`config.mk`:
```
export PLATFORM = sky130hd
export DESIGN_NAME = hazard_stall_ctrl_flat
export DESIGN_NICKNAME = d
export VERILOG_FILES = /design/src/rtl/hazard_stall_ctrl_if.sv /design/src/rtl/hazard_stall_ctrl.sv /design/src/flat_wrapper.sv
export SDC_FILE = /design/constraint.sdc
export NUM_CORES = 1
export LEC_CHECK = 0
export ABC_AREA = 1
export BUFFER_PORTS_ARGS = -buffer_cell sky130_fd_sc_hd__buf_4
export CORE_MARGIN = 2
export CORE_UTILIZATION = 49
export DETAILED_ROUTE_END_ITERATION = 6
export PLACE_DENSITY_LB_ADDON = 0.05
export SETUP_SLACK_MARGIN = 0.4
export SYNTH_ARGS = -nofsm -noshare
export SYNTH_HDL_FRONTEND = slang
export SYNTH_SLANG_ARGS = --single-unit
```
`constraint.sdc`:
```
create_clock -name clk -period 2 [get_ports clk]
set_input_delay 0.2 -clock clk [delete_from_list [all_inputs] [get_ports clk]]
set_output_delay 0.2 -clock clk [all_outputs]
set_load 0.01 [all_outputs]
```
`src/rtl/hazard_stall_ctrl_if.sv`:
```
// Pipeline-control bundle between the 5-stage datapath (master) and hazard_stall_ctrl (slave).
// HAZ_STATS_EN adds the hazard statistics counters to the bundle.
interface hazard_stall_ctrl_if;
  // hazard / forwarding sources
  logic [3:0] id_rs_addr;
  logic [3:0] id_rt_addr;
  logic [3:0] ex_rs_addr;
  logic [3:0] ex_rt_addr;
  logic [3:0] ex_w_addr;
  logic       ex_mem_read;
  logic [3:0] mem_w_addr;
  logic       mem_reg_write;
  logic [3:0] wb_w_addr;
  logic       wb_reg_write;
  logic       branch_taken;
  logic       dmem_req;
  logic       dmem_ready;
  // pipeline controls
  logic       pc_write;
  logic       ifid_write;
  logic       ifid_flush;
  logic       idex_write;
  logic       idex_bubble;
  logic       exmem_write;
  logic [1:0] fwd_a_sel;
  logic [1:0] fwd_b_sel;
  logic       mem_err;
  logic [1:0] state_o;
`ifdef HAZ_STATS_EN
  logic [15:0] stall_cnt;
  logic [15:0] flush_cnt_o;
  logic [15:0] wait_cnt_o;
`endif

  modport master (
    output id_rs_addr, id_rt_addr, ex_rs_addr, ex_rt_addr, ex_w_addr, ex_mem_read,
           mem_w_addr, mem_reg_write, wb_w_addr, wb_reg_write, branch_taken,
           dmem_req, dmem_ready,
`ifdef HAZ_STATS_EN
    input  stall_cnt, flush_cnt_o, wait_cnt_o,
`endif
    input  pc_write, ifid_write, ifid_flush, idex_write, idex_bubble, exmem_write,
           fwd_a_sel, fwd_b_sel, mem_err, state_o
  );

  modport slave (
    input  id_rs_addr, id_rt_addr, ex_rs_addr, ex_rt_addr, ex_w_addr, ex_mem_read,
           mem_w_addr, mem_reg_write, wb_w_addr, wb_reg_write, branch_taken,
           dmem_req, dmem_ready,
`ifdef HAZ_STATS_EN
    output stall_cnt, flush_cnt_o, wait_cnt_o,
`endif
    output pc_write, ifid_write, ifid_flush, idex_write, idex_bubble, exmem_write,
           fwd_a_sel, fwd_b_sel, mem_err, state_o
  );
endinterface

```
`src/rtl/hazard_stall_ctrl.sv`:
```
// Hazard/stall sequencer for the 5-stage 8-bit pipeline: enables, bubbles, flushes, forwarding.
// Optional HAZ_STATS_EN adds saturating stall/flush/wait cycle counters.
module hazard_stall_ctrl #(
  parameter int FLUSH_CYCLES = 2,
  parameter int MEM_TIMEOUT  = 15
) (
  input logic            clk,
  input logic            rst_n,
  hazard_stall_ctrl_if.slave hz
);

  typedef enum logic [1:0] {
    RUN        = 2'd0,
    LOAD_STALL = 2'd1,
    BR_FLUSH   = 2'd2,
    MEM_WAIT   = 2'd3
  } state_t;

  localparam logic [2:0] FLUSH_RELOAD = 3'(FLUSH_CYCLES - 1);
  localparam logic [7:0] TIMEOUT      = 8'(MEM_TIMEOUT);

  state_t     state, state_nxt;
  logic [2:0] flush_cnt, flush_nxt;
  logic [7:0] wait_cnt, wait_nxt, wait_inc;
  logic       err_q, err_nxt;

  logic mem_wait, load_use;
  logic pc_w, ifid_w, idex_w, exmem_w, flush, bubble;
  logic [1:0] fwd_a, fwd_b;

  // Register 0 is hard-wired, so it never creates a dependency.
  assign mem_wait = hz.dmem_req && !hz.dmem_ready;
  assign load_use = hz.ex_mem_read && (hz.ex_w_addr != 4'd0) &&
                    ((hz.ex_w_addr == hz.id_rs_addr) || (hz.ex_w_addr == hz.id_rt_addr));
  assign wait_inc = (wait_cnt == 8'hFF) ? 8'hFF : wait_cnt + 8'd1;

  function automatic logic [1:0] fwd_sel(
    input logic [3:0] src,
    input logic       mem_rw, input logic [3:0] mem_w,
    input logic       wb_rw,  input logic [3:0] wb_w
  );
    if (src == 4'd0)                   return 2'b00;
    if (mem_rw && (mem_w == src))      return 2'b01;
    if (wb_rw && (wb_w == src))        return 2'b10;
    return 2'b00;
  endfunction

  assign fwd_a = fwd_sel(hz.ex_rs_addr, hz.mem_reg_write, hz.mem_w_addr,
                         hz.wb_reg_write, hz.wb_w_addr);
  assign fwd_b = fwd_sel(hz.ex_rt_addr, hz.mem_reg_write, hz.mem_w_addr,
                         hz.wb_reg_write, hz.wb_w_addr);

  always_comb begin
    state_nxt = state;
    flush_nxt = flush_cnt;
    wait_nxt  = wait_cnt;
    err_nxt   = err_q;
    pc_w      = 1'b1;
    ifid_w    = 1'b1;
    idex_w    = 1'b1;
    exmem_w   = 1'b1;
    flush     = 1'b0;
    bubble    = 1'b0;
    case (state)
      // LOAD_STALL has already injected its bubble; it just re-evaluates like RUN.
      RUN, LOAD_STALL: begin
        if (mem_wait) begin
          {pc_w, ifid_w, idex_w, exmem_w} = 4'b0000;
          state_nxt = MEM_WAIT;
          wait_nxt  = 8'd1;
        end else if (hz.branch_taken) begin
          flush     = 1'b1;
          bubble    = 1'b1;
          flush_nxt = FLUSH_RELOAD;
          state_nxt = (FLUSH_CYCLES > 1) ? BR_FLUSH : RUN;
        end else if (load_use) begin
          pc_w      = 1'b0;
          ifid_w    = 1'b0;
          bubble    = 1'b1;
          state_nxt = LOAD_STALL;
        end else begin
          state_nxt = RUN;
        end
      end
      BR_FLUSH: begin
        if (mem_wait) begin
          // flush_cnt is held so the flush resumes once memory completes
          {pc_w, ifid_w, idex_w, exmem_w} = 4'b0000;
          state_nxt = MEM_WAIT;
          wait_nxt  = 8'd1;
        end else begin
          flush     = 1'b1;
          bubble    = 1'b1;
          flush_nxt = flush_cnt - 3'd1;
          state_nxt = (flush_cnt == 3'd1) ? RUN : BR_FLUSH;
        end
      end
      MEM_WAIT: begin
        if (hz.dmem_ready) begin
          state_nxt = (flush_cnt != 3'd0) ? BR_FLUSH : RUN;
        end else if (wait_inc >= TIMEOUT) begin
          // give up on memory: flag it, drop any pending flush, let the pipe move
          err_nxt   = 1'b1;
          flush_nxt = 3'd0;
          state_nxt = RUN;
        end else begin
          {pc_w, ifid_w, idex_w, exmem_w} = 4'b0000;
          wait_nxt = wait_inc;
        end
      end
      default: state_nxt = RUN;
    endcase
  end

  always_ff @(negedge clk or negedge rst_n) begin
    if (!rst_n) begin
      state     <= RUN;
      flush_cnt <= 3'd0;
      wait_cnt  <= 8'd0;
      err_q     <= 1'b0;
    end else begin
      state     <= state_nxt;
      flush_cnt <= flush_nxt;
      wait_cnt  <= wait_nxt;
      err_q     <= err_nxt;
    end
  end

  // Reset holds the pipeline frozen and full of NOPs.
  assign hz.pc_write    = rst_n & pc_w;
  assign hz.ifid_write  = rst_n & ifid_w;
  assign hz.idex_write  = rst_n & idex_w;
  assign hz.exmem_write = rst_n & exmem_w;
  assign hz.ifid_flush  = !rst_n | flush;
  assign hz.idex_bubble = !rst_n | bubble;
  assign hz.fwd_a_sel   = rst_n ? fwd_a : 2'b00;
  assign hz.fwd_b_sel   = rst_n ? fwd_b : 2'b00;
  assign hz.mem_err     = err_q;
  assign hz.state_o     = state;

`ifdef HAZ_STATS_EN
  logic [15:0] stall_q, flushc_q, waitc_q;

  always_ff @(negedge clk or negedge rst_n) begin
    if (!rst_n) begin
      stall_q  <= 16'd0;
      flushc_q <= 16'd0;
      waitc_q  <= 16'd0;
    end else begin
      if (state == LOAD_STALL && stall_q != 16'hFFFF) stall_q <= stall_q + 16'd1;
      if (flush && flushc_q != 16'hFFFF)              flushc_q <= flushc_q + 16'd1;
      if (state == MEM_WAIT && waitc_q != 16'hFFFF)   waitc_q <= waitc_q + 16'd1;
    end
  end

  assign hz.stall_cnt   = stall_q;
  assign hz.flush_cnt_o = flushc_q;
  assign hz.wait_cnt_o  = waitc_q;
`endif

endmodule

```
`src/flat_wrapper.sv`:
```
// flat-port wrapper written by rule: the top's interface ports become plain ports
module hazard_stall_ctrl_flat 
#(
  parameter int FLUSH_CYCLES = 2,
  parameter int MEM_TIMEOUT  = 15
)
  (clk, rst_n, hz_id_rs_addr, hz_id_rt_addr, hz_ex_rs_addr, hz_ex_rt_addr, hz_ex_w_addr, hz_ex_mem_read, hz_mem_w_addr, hz_mem_reg_write, hz_wb_w_addr, hz_wb_reg_write, hz_branch_taken, hz_dmem_req, hz_dmem_ready, hz_pc_write, hz_ifid_write, hz_ifid_flush, hz_idex_write, hz_idex_bubble, hz_exmem_write, hz_fwd_a_sel, hz_fwd_b_sel, hz_mem_err, hz_state_o);
  hazard_stall_ctrl_if hz_i ();
  input logic clk;
  input logic rst_n;
  input wire logic [$bits(hz_i.id_rs_addr)-1:0] hz_id_rs_addr;
  input wire logic [$bits(hz_i.id_rt_addr)-1:0] hz_id_rt_addr;
  input wire logic [$bits(hz_i.ex_rs_addr)-1:0] hz_ex_rs_addr;
  input wire logic [$bits(hz_i.ex_rt_addr)-1:0] hz_ex_rt_addr;
  input wire logic [$bits(hz_i.ex_w_addr)-1:0] hz_ex_w_addr;
  input wire logic [$bits(hz_i.ex_mem_read)-1:0] hz_ex_mem_read;
  input wire logic [$bits(hz_i.mem_w_addr)-1:0] hz_mem_w_addr;
  input wire logic [$bits(hz_i.mem_reg_write)-1:0] hz_mem_reg_write;
  input wire logic [$bits(hz_i.wb_w_addr)-1:0] hz_wb_w_addr;
  input wire logic [$bits(hz_i.wb_reg_write)-1:0] hz_wb_reg_write;
  input wire logic [$bits(hz_i.branch_taken)-1:0] hz_branch_taken;
  input wire logic [$bits(hz_i.dmem_req)-1:0] hz_dmem_req;
  input wire logic [$bits(hz_i.dmem_ready)-1:0] hz_dmem_ready;
  output wire logic [$bits(hz_i.pc_write)-1:0] hz_pc_write;
  output wire logic [$bits(hz_i.ifid_write)-1:0] hz_ifid_write;
  output wire logic [$bits(hz_i.ifid_flush)-1:0] hz_ifid_flush;
  output wire logic [$bits(hz_i.idex_write)-1:0] hz_idex_write;
  output wire logic [$bits(hz_i.idex_bubble)-1:0] hz_idex_bubble;
  output wire logic [$bits(hz_i.exmem_write)-1:0] hz_exmem_write;
  output wire logic [$bits(hz_i.fwd_a_sel)-1:0] hz_fwd_a_sel;
  output wire logic [$bits(hz_i.fwd_b_sel)-1:0] hz_fwd_b_sel;
  output wire logic [$bits(hz_i.mem_err)-1:0] hz_mem_err;
  output wire logic [$bits(hz_i.state_o)-1:0] hz_state_o;
  assign hz_i.id_rs_addr = hz_id_rs_addr;
  assign hz_i.id_rt_addr = hz_id_rt_addr;
  assign hz_i.ex_rs_addr = hz_ex_rs_addr;
  assign hz_i.ex_rt_addr = hz_ex_rt_addr;
  assign hz_i.ex_w_addr = hz_ex_w_addr;
  assign hz_i.ex_mem_read = hz_ex_mem_read;
  assign hz_i.mem_w_addr = hz_mem_w_addr;
  assign hz_i.mem_reg_write = hz_mem_reg_write;
  assign hz_i.wb_w_addr = hz_wb_w_addr;
  assign hz_i.wb_reg_write = hz_wb_reg_write;
  assign hz_i.branch_taken = hz_branch_taken;
  assign hz_i.dmem_req = hz_dmem_req;
  assign hz_i.dmem_ready = hz_dmem_ready;
  assign hz_pc_write = hz_i.pc_write;
  assign hz_ifid_write = hz_i.ifid_write;
  assign hz_ifid_flush = hz_i.ifid_flush;
  assign hz_idex_write = hz_i.idex_write;
  assign hz_idex_bubble = hz_i.idex_bubble;
  assign hz_exmem_write = hz_i.exmem_write;
  assign hz_fwd_a_sel = hz_i.fwd_a_sel;
  assign hz_fwd_b_sel = hz_i.fwd_b_sel;
  assign hz_mem_err = hz_i.mem_err;
  assign hz_state_o = hz_i.state_o;
  hazard_stall_ctrl #(.FLUSH_CYCLES(FLUSH_CYCLES), .MEM_TIMEOUT(MEM_TIMEOUT)) u_core (.clk(clk), .rst_n(rst_n), .hz(hz_i));
endmodule
```
==> results by group <==
Worst setup path
  • Worst Setup Start Kind: flip-flop
  • CP required: 1.80 ns
  • Slowest stage delay, CP: 0.61 ns
  • CP Depth: 12
  • Cell Chain, Critical Path: buf_4 -> inv_1 -> nand2_2 -> nand2_2 -> nor2_2 -> nand2_1 -> nand2_2 -> nor2_4 -> nand3_4 -> nand3_4 -> nor2_4 -> buf_6
  • CP Buf/Inv Count: 3
  • CP top delay family: simple AND/OR/NAND/NOR gates
  • R2R cell count: 12
  • Max FO, Critical Path: 6
  • Crit path DAT: 3.05 ns
  • RR Startpoint: u_core.wait_cnt[2]
  • Critical path class: reg2out
  • Origin of the worst setup path: u_core.wait_cnt[2]
  • Setup slack, reg-to-reg: -0.19 ns
  • Crit end category: output pin
  • Slowest-stage cell, CP: dfrtn_1
  • CP most frequent cell: nand2_2
  • Crit path to: hz_ifid_write
  • R2R Path End: u_core.wait_cnt[3]

Place
  • DP HPWL: approximately 3000 um
  • GP Congestion: 0.854
  • Placed Cells: around 300
  • Setup WS pre-CTS: -0.833 ns
  • DP Area: 2020 um^2
  • IO Port Bufs: 48

Finish
  • Area Growth Syn to Fin: 79.6%
  • Layout cell share with drive strength beyond 1: between 40% and 50%
  • Area of the multi-input gates: 1030 um^2
  • Core Util, Final: about 95%
  • Finished Cell Area: about 2400 um^2
  • Antenna cells: 0
  • Fill count: 71
  • Nets: 339
  • Register area: about 350 um^2
  • Fin cells: 328

Clock tree
  • Clock sink count: 14
  • Clock transition at the registers of the reported paths: roughly 0.08 ns
  • CTS Buf Count: 3
  • H-tree levels: 1
  • CTS tree: built
  • Insertion delay to the later sink of the worst-skew pair: ~0.3 ns
  • Cts-stage hold buffer count: 0
  • Clock root cell: clkbuf_4
  • Clock Tree Buf Depth: 2

Routing
  • DR vias: around 2,100
  • DRT antenna net count: 0
  • WL per Instance: 19.8 um
  • DRC errors left: 0
  • Final wirelength: ~6500 um
  • Via/cell ratio: approximately 6.3
  • Drt first pass iters: 7
  • Initial DRC count: approximately 250

Pwr
  • Internal power: 1.12 mW
  • P per Cell Area: a little under 800 nW/um^2
  • Sequential share of power: roughly a quarter
  • Sw Ratio: between 40% and 50%
  • Pleak: roughly 1.3 nW
  • Clock power share: 11.6%
  • Comb pwr share: about 65%
  • Final Total Pwr: ~1.9 mW
  • Peak VDD IR: around 0.86 mV
  • Switch Pwr: 0.796 mW

Synth
  • Post-Syn Area: about 1300 um^2
  • Post-synthesis net count: ~240
  • Ranking of synthesized cells by area: dfrtn_1 26%, nand2_1 13%, inv_1 8.7%
  • Syn Inst Count: about 200
  • Netlist cell types: 30
  • Register bit total from synthesis: 14
  • Synth top area share: a little over a quarter
  • Ys Warns: 0
  • Mean Syn Cell Area: between 6 and 7 um^2
  • Post-synth top area cell: dfrtn_1
  • Sequential share of the synthesized area: between 20% and 30%

Run
  • Max Cap Viol: 0

Die
  • Die Y: ~56 um
  • Initial Util: a little over half
  • I/O pin cnt: roughly 50
  • Area of the die: 3170 um^2
  • Num rows: 18
  • Core footprint: 2540 um^2
  • Die width: 56.3 um

STA
  • Final Setup Violations: 16
  • Slew at the pin closest to its max-slew limit: around 0.36 ns
  • Setup slack after layout: -1.25 ns
  • Clock Skews: between 0.015 and 0.02 ns
  • RSZ-0062 raised after global routing: true
  • Fin. Hold Viols: 0
  • Fin. max-slew vios: 0
  • Slew Limit Headroom: approximately three quarters
  • Min Hold Slack: 0.435 ns
  • Sum Neg Setup Slack: -7.95 ns

Global routing
  • Global-route wire length before repair: ~6900 um
  • Congestion Overflow GR: 0
  • Vias in the first global route: roughly 1,600
  • Largest net degree at the start of global routing: 18
  • GRT Util Overall: between 20% and 30%
  • Initial antenna violation count: 0

Hold path
  • Hold Path Class: reg2reg

Outcome
  • Failing checks: negative setup slack
  • Status: complete, but fails checks
## worst register-to-register path, cell delays in order, from the launching register on
cell	delay (ns)
dfrtn_1	0.61
nand3_1	0.21
nand2_1	0.15
nand2_1	0.06
nand2_1	0.08
nand2_2	0.08
nor2_4	0.12
nand3_4	0.11
buf_4	0.15
buf_4	0.13
buf_4	0.14
nand3_1	0.10
nand2_1	0.09
## power by group through the flow
stage | combinational (mW) | clock (mW) | sequential [mW]
floorplan | 0.411 | 0 | 0.430
global route | 1.31 | 0.236 | 0.450
finish | 1.24 | 0.221 | 0.447
global placement | 0.795 | 0 | 0.418
CTS | 0.978 | 0.210 | 0.417
detailed placement | 0.808 | 0 | 0.423
## cells in the mapped netlist
master and n:
nor2_2 5, a221oi_1 1, a21oi_1 4, o21ai_0 6, o2111ai_1 1, nand3_2 2, or2_2 2, nor2_8 1
inv_1 31, and3_1 1, nor2_1 18, nor2_4 1, inv_2 2, nand2_2 4, nor3_2 1, nand4_1 9
nand3_4 1, a211oi_1 1, xnor2_1 9, nand2_1 47, xor2_1 3, o21bai_1 2, dfrtn_1 14, nand3_1 14
nand2_4 1, nor3_1 3, buf_4 2, ha_1 4, o22ai_1 5, nor4_1 4
## flip-flops by register name, summed over array words and instances (netlist names)
signal and count:
u_core.hz.state_o 2, u_core.hz.mem_err 1, u_core.flush_cnt 3, u_core.wait_cnt 8
## final cells by class
class	instances	area share, %
Tap cell	30	1.56
Timing Repair Buffer	97	33.9
Sequential cell	14	14.5
Clock buffer	4	1.51
Inverter	33	5.66
Multi-Input combinational cell	150	42.9
## worst min-delay path by stage
stage	startpoint	endpoint	slack [ns]	depth (start not counted)
after CTS	u_core.flush_cnt[2]	u_core.flush_cnt[2]	0.42	2
after global routing	u_core.flush_cnt[2]	u_core.flush_cnt[2]	0.47	2
after floorplan	u_core.flush_cnt[1]	u_core.flush_cnt[1]	0.40	2
after global placement	u_core.flush_cnt[2]	u_core.flush_cnt[2]	0.42	2
final	u_core.flush_cnt[2]	u_core.flush_cnt[2]	0.43	2
after detailed placement	u_core.flush_cnt[2]	u_core.flush_cnt[2]	0.42	2
## per-layer routing
metal / routed length [um] / GRT usage, % / vias up
li1: - / - / 853
met2: 3090 / 48.1 / 219
met3: 742 / 3.69 / 63
met4: 502 / 8.84 / 0
met1: 2160 / 33.2 / 931
met5: 0 / 0 / -
## what timing repair did
item                       4_1_cts  5_1_grt
gates resized for setup         26       24
pin swaps                       15       23
setup endpoints to repair       23       23
buffers inserted                 8       13
hold endpoints to repair         0        0
## cell usage in the layout, fill, tap and decap left out, types with 3 or more instances in the layout
cell,count
dfrtn_1,14
nor4_1,3
nand2_4,5
buf_6,18
nand2_2,9
nor2_1,10
o21ai_0,3
inv_2,4
xor2_1,3
inv_1,28
nand3_1,13
buf_4,77
o22ai_1,5
ha_1,3
nand4_1,9
clkbuf_4,3
a21oi_1,4
nor2_2,8
nand2_1,37
nor2_4,6
xnor2_1,9
## cells by family (layout without fill, tap and decap cells)
| group | after synthesis | count (layout) | synth area share, % |
|---|---|---|---|
| buffers and inverters | 35 | 134 | 10.4 |
| AOI/OAI and AO/OA | 20 | 20 | 9.05 |
| adders and majority gates | 4 | 4 | 3.73 |
| and+or+nand+nor | 114 | 114 | 42.9 |
| xor gates and xnor gates | 12 | 12 | 7.84 |
| DFF | 14 | 14 | 26.1 |
Note: power is estimated with default switching activity, not from simulation.
